[src/rtl/rv32i_types.sv]
// Shared types and constants for the core's memory-side blocks.
//   - Cacheline / banked-memory geometry constants.
//   - bmem_arb_state_t : state encoding of the banked-memory arbiter.
//   - requester_t      : identity of the cache that owns a transaction.
package rv32i_types;

  localparam int BMEM_ADDR_W    = 32;
  localparam int CACHELINE_W    = 256;
  localparam int BMEM_BEAT_W    = 64;
  localparam int BMEM_BURST_LEN = CACHELINE_W / BMEM_BEAT_W;

  typedef enum logic [2:0] {
    IDLE,
    RD_REQ,
    RD_WAIT,
    WR,
    RESP
  } bmem_arb_state_t;

  typedef enum logic {
    ICACHE,
    DCACHE
  } requester_t;

endpackage

[src/rtl/bmem_line_assembler.sv]
// Line buffer shared by the read-collect and write-serialize paths.
// Holds one cacheline plus the beat counter that indexes it.
// Ports:
//   clk, rst     : clock, synchronous active-low reset (clears the counter)
//   i_load       : load i_line and restart the counter at beat 0
//   i_line       : full line to load (writeback data)
//   i_capture    : insert i_beat at the current beat slot and advance
//   i_beat       : returned read beat
//   i_advance    : advance the counter without touching the line (write beat accepted)
//   o_beat       : line slice selected by the counter (write beat to send)
//   o_line_next  : line with i_beat inserted at the current slot
//   o_last       : counter is on the final beat of the burst
module bmem_line_assembler
  import rv32i_types::*;
#(
  parameter int LINE_W    = CACHELINE_W,
  parameter int BEAT_W    = BMEM_BEAT_W,
  parameter int BURST_LEN = BMEM_BURST_LEN
) (
  input  logic              clk,
  input  logic              rst,
  input  logic              i_load,
  input  logic [LINE_W-1:0] i_line,
  input  logic              i_capture,
  input  logic [BEAT_W-1:0] i_beat,
  input  logic              i_advance,
  output logic [BEAT_W-1:0] o_beat,
  output logic [LINE_W-1:0] o_line_next,
  output logic              o_last
);

  localparam int CNT_W = $clog2(BURST_LEN);

  logic [CNT_W-1:0]  r_cnt;
  logic [LINE_W-1:0] r_line;

  // NOTE: sequential state is updated with non-blocking assignments so every
  // register samples the pre-edge values, independent of block ordering.
  always_ff @(posedge clk) begin
    if (!rst) begin
      r_cnt <= '0;
    end else if (i_load) begin
      r_cnt <= '0;
    end else if (i_capture || i_advance) begin
      r_cnt <= r_cnt + 1'b1;  // wraps back to 0 after the last beat
    end
  end

  // NOTE: the line buffer is pure datapath and is deliberately left out of
  // reset; it is always fully loaded or fully overwritten before it is read.
  always_ff @(posedge clk) begin
    if (i_load) begin
      r_line <= i_line;
    end else if (i_capture) begin
      r_line <= o_line_next;
    end
  end

  // NOTE: combinational outputs get a full default before the indexed
  // overwrite, so no path leaves a bit unassigned and no latch is inferred.
  always_comb begin
    o_line_next = r_line;
    o_line_next[int'(r_cnt) * BEAT_W +: BEAT_W] = i_beat;
  end

  assign o_beat = r_line[int'(r_cnt) * BEAT_W +: BEAT_W];
  assign o_last = (r_cnt == CNT_W'(BURST_LEN - 1));

endmodule

[src/rtl/bmem_arbiter.sv]
// Arbiter between the instruction and data caches and the single banked
// memory port. Converts cacheline reads/writes into 4-beat bursts, one
// transaction outstanding, round-robin between the two caches.
// Ports:
//   clk, rst                        : clock, synchronous active-low reset
//   icache_addr/read                : icache line read request (held until resp)
//   icache_rdata/resp               : assembled line + one-cycle completion
//   dcache_addr/read/write/wdata    : dcache read or writeback request
//   dcache_rdata/resp               : assembled line + one-cycle completion
//   bmem_addr/read/write/wdata      : burst command / write beat to memory
//   bmem_ready                      : memory accepts command or beat
//   bmem_raddr/rdata/rvalid         : tagged returned read beat
module bmem_arbiter
  import rv32i_types::*;
#(
  parameter int ADDR_W    = BMEM_ADDR_W,
  parameter int LINE_W    = CACHELINE_W,
  parameter int BEAT_W    = BMEM_BEAT_W,
  parameter int BURST_LEN = BMEM_BURST_LEN
) (
  input  logic              clk,
  input  logic              rst,
  input  logic [ADDR_W-1:0] icache_addr,
  input  logic              icache_read,
  output logic [LINE_W-1:0] icache_rdata,
  output logic              icache_resp,
  input  logic [ADDR_W-1:0] dcache_addr,
  input  logic              dcache_read,
  input  logic              dcache_write,
  input  logic [LINE_W-1:0] dcache_wdata,
  output logic [LINE_W-1:0] dcache_rdata,
  output logic              dcache_resp,
  output logic [ADDR_W-1:0] bmem_addr,
  output logic              bmem_read,
  output logic              bmem_write,
  output logic [BEAT_W-1:0] bmem_wdata,
  input  logic              bmem_ready,
  input  logic [ADDR_W-1:0] bmem_raddr,
  input  logic [BEAT_W-1:0] bmem_rdata,
  input  logic              bmem_rvalid
);

  localparam logic [ADDR_W-1:0] OFFSET_MASK = ADDR_W'(LINE_W / 8 - 1);

  bmem_arb_state_t   r_state, w_next_state;
  requester_t        r_req, r_last_grant, w_grant;
  logic [ADDR_W-1:0] r_addr, w_grant_addr;
  logic [LINE_W-1:0] r_icache_rdata, r_dcache_rdata;
  logic              w_dreq, w_grant_valid, w_grant_write;
  logic              w_load, w_capture, w_advance, w_last;
  logic [BEAT_W-1:0] w_beat;
  logic [LINE_W-1:0] w_line_next;

  // Round-robin: on a tie the cache that did not win last time is granted.
  always_comb begin
    w_dreq        = dcache_read || dcache_write;
    w_grant_valid = icache_read || w_dreq;
    w_grant       = ICACHE;
    if (icache_read && w_dreq) begin
      w_grant = (r_last_grant == ICACHE) ? DCACHE : ICACHE;
    end else if (w_dreq) begin
      w_grant = DCACHE;
    end
    // A dcache write wins over a simultaneous (illegal) dcache read.
    w_grant_write = (w_grant == DCACHE) && dcache_write;
    w_grant_addr  = (w_grant == DCACHE) ? dcache_addr : icache_addr;
  end

  always_ff @(posedge clk) begin
    if (!rst) r_state <= IDLE;
    else      r_state <= w_next_state;
  end

  always_comb begin
    w_next_state = r_state;
    bmem_read    = 1'b0;
    bmem_write   = 1'b0;
    icache_resp  = 1'b0;
    dcache_resp  = 1'b0;
    w_load       = 1'b0;
    w_capture    = 1'b0;
    w_advance    = 1'b0;
    unique case (r_state)
      IDLE: begin
        if (w_grant_valid) begin
          // Loading wdata on a read grant is harmless: all four beats overwrite it.
          w_load       = 1'b1;
          w_next_state = w_grant_write ? WR : RD_REQ;
        end
      end
      RD_REQ: begin
        bmem_read = 1'b1;
        if (bmem_ready) w_next_state = RD_WAIT;
      end
      RD_WAIT: begin
        // Beats tagged for some other line are not ours and are dropped.
        if (bmem_rvalid && (bmem_raddr == r_addr)) begin
          w_capture = 1'b1;
          if (w_last) w_next_state = RESP;
        end
      end
      WR: begin
        bmem_write = 1'b1;
        if (bmem_ready) begin
          w_advance = 1'b1;
          if (w_last) w_next_state = RESP;
        end
      end
      RESP: begin
        icache_resp  = (r_req == ICACHE);
        dcache_resp  = (r_req == DCACHE);
        w_next_state = IDLE;
      end
      default: w_next_state = IDLE;
    endcase
  end

  always_ff @(posedge clk) begin
    if (!rst) begin
      r_addr         <= '0;
      r_req          <= ICACHE;
      r_last_grant   <= ICACHE;
      r_icache_rdata <= '0;
      r_dcache_rdata <= '0;
    end else begin
      if (w_load) begin
        r_addr       <= w_grant_addr & ~OFFSET_MASK;
        r_req        <= w_grant;
        r_last_grant <= w_grant;
      end
      // Only the owner's line register changes; the other keeps its last line.
      if (w_capture && w_last) begin
        if (r_req == ICACHE) r_icache_rdata <= w_line_next;
        else                 r_dcache_rdata <= w_line_next;
      end
    end
  end

  bmem_line_assembler #(
    .LINE_W   (LINE_W),
    .BEAT_W   (BEAT_W),
    .BURST_LEN(BURST_LEN)
  ) u_line (
    .clk        (clk),
    .rst        (rst),
    .i_load     (w_load),
    .i_line     (dcache_wdata),
    .i_capture  (w_capture),
    .i_beat     (bmem_rdata),
    .i_advance  (w_advance),
    .o_beat     (w_beat),
    .o_line_next(w_line_next),
    .o_last     (w_last)
  );

  assign bmem_addr    = r_addr;
  assign bmem_wdata   = (r_state == WR) ? w_beat : '0;
  assign icache_rdata = r_icache_rdata;
  assign dcache_rdata = r_dcache_rdata;

  a_no_dcache_rd_wr: assert property (@(posedge clk) disable iff (!rst)
    !(dcache_read && dcache_write));

endmodule
[config.mk]
export PLATFORM = sky130hd
export DESIGN_NAME = bmem_arbiter
export DESIGN_NICKNAME = d
export VERILOG_FILES = /design/src/rtl/rv32i_types.sv /design/src/rtl/bmem_line_assembler.sv /design/src/rtl/bmem_arbiter.sv
export SDC_FILE = /design/constraint.sdc
export NUM_CORES = 1
export LEC_CHECK = 0
export ABC_AREA = 1
export CAP_MARGIN = 10
export CORE_AREA = 2 2 406 408
export CTS_CLUSTER_SIZE = 40
export DETAILED_ROUTE_END_ITERATION = 10
export DIE_AREA = 0 0 408 410
export HOLD_SLACK_MARGIN = 0.06
export MAX_ROUTING_LAYER = met4
export PLACE_DENSITY = 0.43
export SLEW_MARGIN = 40
export SYNTH_ARGS = -nofsm -noshare
export SYNTH_HDL_FRONTEND = slang
export SYNTH_SLANG_ARGS = --single-unit
[constraint.sdc]
create_clock -name clk -period 12.63 [get_ports clk]
set_input_delay 2.526 -clock clk [delete_from_list [all_inputs] [get_ports clk]]
set_output_delay 2.526 -clock clk [all_outputs]
set_load 0.1 [all_outputs]
==> key figures <==
Floorplan
  – Io pins: approximately 1000
  – Cell Rows: 149
  – Die area: ~170000 um^2
  – Width of the die: 408 um
  – Die height: approximately 410 um
  – Core area: 163000 um^2
  – Initial Util: around a quarter

Timing
  – Fmax: 158 MHz
  – Minimum clock period after layout: 6.33 ns
  – Count of pins over their slew limit: 0
  – Setup Viol. Count Final: 0
  – RSZ-0062 raised after global routing: false
  – Fin crit share: 50.1%
  – Setup tns final: 0 ns
  – Clock skew: 0.0425 ns
  – Fin. Hold Viols: 0
  – Worst relative slew slack: between 30% and 40%
  – Slew @ Worst Pin: slightly above 0.9 ns

Drt
  – Via count: between 30000 and 40000
  – WL met2: ~94000 um
  – Routed wl met3: ~16000 um
  – Via/cell ratio: about 4.4
  – Pre-antenna DRT Iters: 5
  – Final wirelength: roughly 200000 um
  – Highest routing layer actually used: met4
  – DRC viols: 0
  – Iter 0 DRT Violations: 2965
  – DRT antenna net count: 0
  – Met1 wire length: 83700 um
  – Avg WL per Cell: between 20 and 25 um

Worst setup path
  – Critical Path Start: u_line.r_cnt[0]
  – Critical path arrival: 3.80 ns
  – Worst Reg-to-Reg Cells: 10
  – Critical path's slowest cell: buf_4
  – Critical R2R Capture: icache_rdata[232]
  – CP delay by family, top: buffers and inverters
  – R2R setup slack: approximately 8.3 ns
  – Worst Path Buf+Inv: 3
  – Worst reg2reg path startpoint: u_line.r_cnt[0]
  – CP Class: flip-flop to output port
  – Slowest stage delay, CP: 0.75 ns
  – Startpoint Class: flip-flop
  – Endpoint type of the worst setup path: output port
  – Worst path cell trace: inv_6, buf_4, o21ai_0, a21oi_1, buf_2
  – Worst-path fanout max: between 50 and 60
  – Worst Path Required: around 10 ns

Cells and area
  – Most frequent cells in the layout: nand2_1 (1935), nor2_1 (1086), inv_1 (909)
  – Area delta synth->final: 33.3%
  – Nets: 7071
  – Fraction of layout cells with a size suffix above 1: 12.9%
  – Most common cell after layout, fill and taps aside: nand2_1
  – Design area: approximately 52000 um^2

Job
  – Number of max-cap violations: 0

Synth
  – Area share of the largest cell type after synthesis: approximately 28%
  – Yosys reg bits: roughly 800
  – Mapped Cells: around 5800
  – Seq/Total Area, Yosys: between 40% and 50%
  – Ys Warns: 0
  – Syn avg cell area: ~6.7 um^2
  – Post-synth cell types: 27
  – Top cells by area in the synthesized netlist: dfxtp_1 (28%), edfxtp_1 (20%), nand2_1 (19%)
  – Yosys top cell by area: dfxtp_1
  – Mapped cell area: 39100 um^2

Power
  – Leak: about 27 nW
  – Max VDD drop: 0.000123 V
  – Pwr Density: 193 nW/um^2

Hold path
  – Min-delay src: icache_rdata[23]
  – Worst Hold Class: flip-flop to flip-flop
  – Hold depth: 4
  – Min-Delay Endpoint: icache_rdata[23]

Clock network
  – TritonCTS clock tree: built
  – Post-CTS sizing: 0
  – CTS Buf Count: about 100
  – Postcts setup bufs: 0
  – Max Buffers Root-to-Sink: 3
  – Hold buffers post-CTS: 0
  – Clock Sinks: approximately 800
  – H-Tree Depth: 3
  – Clk_lat worst skew: 0.74 ns
  – Clock root buffer: clkbuf_16
  – Clk slew on worst S/H paths: roughly 0.060 ns

Outcome
  – Status: finished, final reports clean

Global route
  – Antenna violations before repair: 44
  – GRT Residual Overflow: 0
  – Vias in the first global route: approximately 37000
  – GRT Total Usage: 23.5%
  – First-pass GRT wire length: around 280000 um
  – Largest net degree at the start of global routing: roughly 170

Placement
  – Final HPWL DP: between 100000 and 150000 um
  – GP Congestion: about 0.9
  – Placement Cell Area: approximately 48000 um^2
  – I/O Buffers: 1019
-- layer usage --
metal  global-route usage, %  vias up
met3                    6.72      255
met5                       -        -
met2                    38.1     1377
met4                    7.18        0
li1                        -    19400
met1                    28.1    18400
-- flip-flops by register name, indices dropped and copies added (netlist names) --
name	flops
dcache_rdata	256
r_state	3
r_last_grant	1
u_line.r_cnt	2
icache_rdata	256
u_line.r_line	256
bmem_addr	27
-- Yosys cell counts (all sizes together) --
master / count
nor2: 1087
a21oi: 194
nand4: 3
clkinv: 1
nand3: 51
edfxtp: 256
inv: 918
or2: 1
o22ai: 194
ha: 6
o31ai: 1
a31o: 1
nor3: 2
o32ai: 90
xnor2: 3
dfxtp: 545
nand2: 1938
conb: 1
buf: 78
o21ai: 156
clkbuf: 284
-- cell families after synthesis --
kind of cell / after synthesis / synth area share, %
AOI/OAI and AO/OA: 636 / 9.65
xor gates and xnor gates: 3 / 0.0673
adders and majority gates: 6 / 0.192
buffers and inverters: 1281 / 12.5
DFF: 801 / 47.6
other: 1 / 0.00960
and+or+nand+nor: 3082 / 29.9
-- stage by stage --
stage / worst slack, ns / util [%] / cells / total power [mW] / hold WS (ns)
2_1_floorplan: 2.92 / - / 5814 / 5.90 / 0.472
3_3_place_gp: 5.96 / 31.3 / 8715 / 7.09 / 0.492
3_5_place_dp: 5.96 / 29.6 / 8722 / 7.07 / 0.494
4_1_cts: 6.32 / 31.7 / 8916 / 10.1 / 0.505
5_1_grt: 6.28 / 31.8 / 8959 / 10.6 / 0.526
6_report: 6.30 / 31.9 / 8963 / 10.0 / 0.505
-- tightest hold or removal path, stage by stage, from the launching register on --
cell     delay (ns)
dfxtp_1        0.30
inv_1          0.04
nand2_1        0.04
nand2_1        0.05
nor2_1         0.03
-- layout make-up --
class	instances	area, um^2
Tap cell	2189	2740
Fill cell	17900	111000
Antenna cell	43	108
Clock buffer	166	3190
Sequential cell	801	18600
Timing Repair Buffer	1085	7960
Inverter	919	3470
Clock inverter	28	269
Multi-Input combinational cell	3732	15700
-- where the power goes --
group | internal [mW] | switching [mW]
clock | 1.75 | 1.28
sequential | 3.44 | 0.223
combinational | 0.778 | 2.57
-- worst max-delay path by stage --
stage | slack [ns] | cells past startpoint | endpoint
final | 6.30 | 5 | bmem_wdata[17]
after global routing | 6.28 | 5 | bmem_wdata[17]
after CTS | 6.32 | 5 | bmem_wdata[17]
after detailed placement | 5.96 | 13 | u_line.r_line[59]
after global placement | 5.96 | 13 | u_line.r_line[59]
after floorplan | 2.92 | 6 | u_line.r_line[0]
Power figures use the tool's default switching activity.
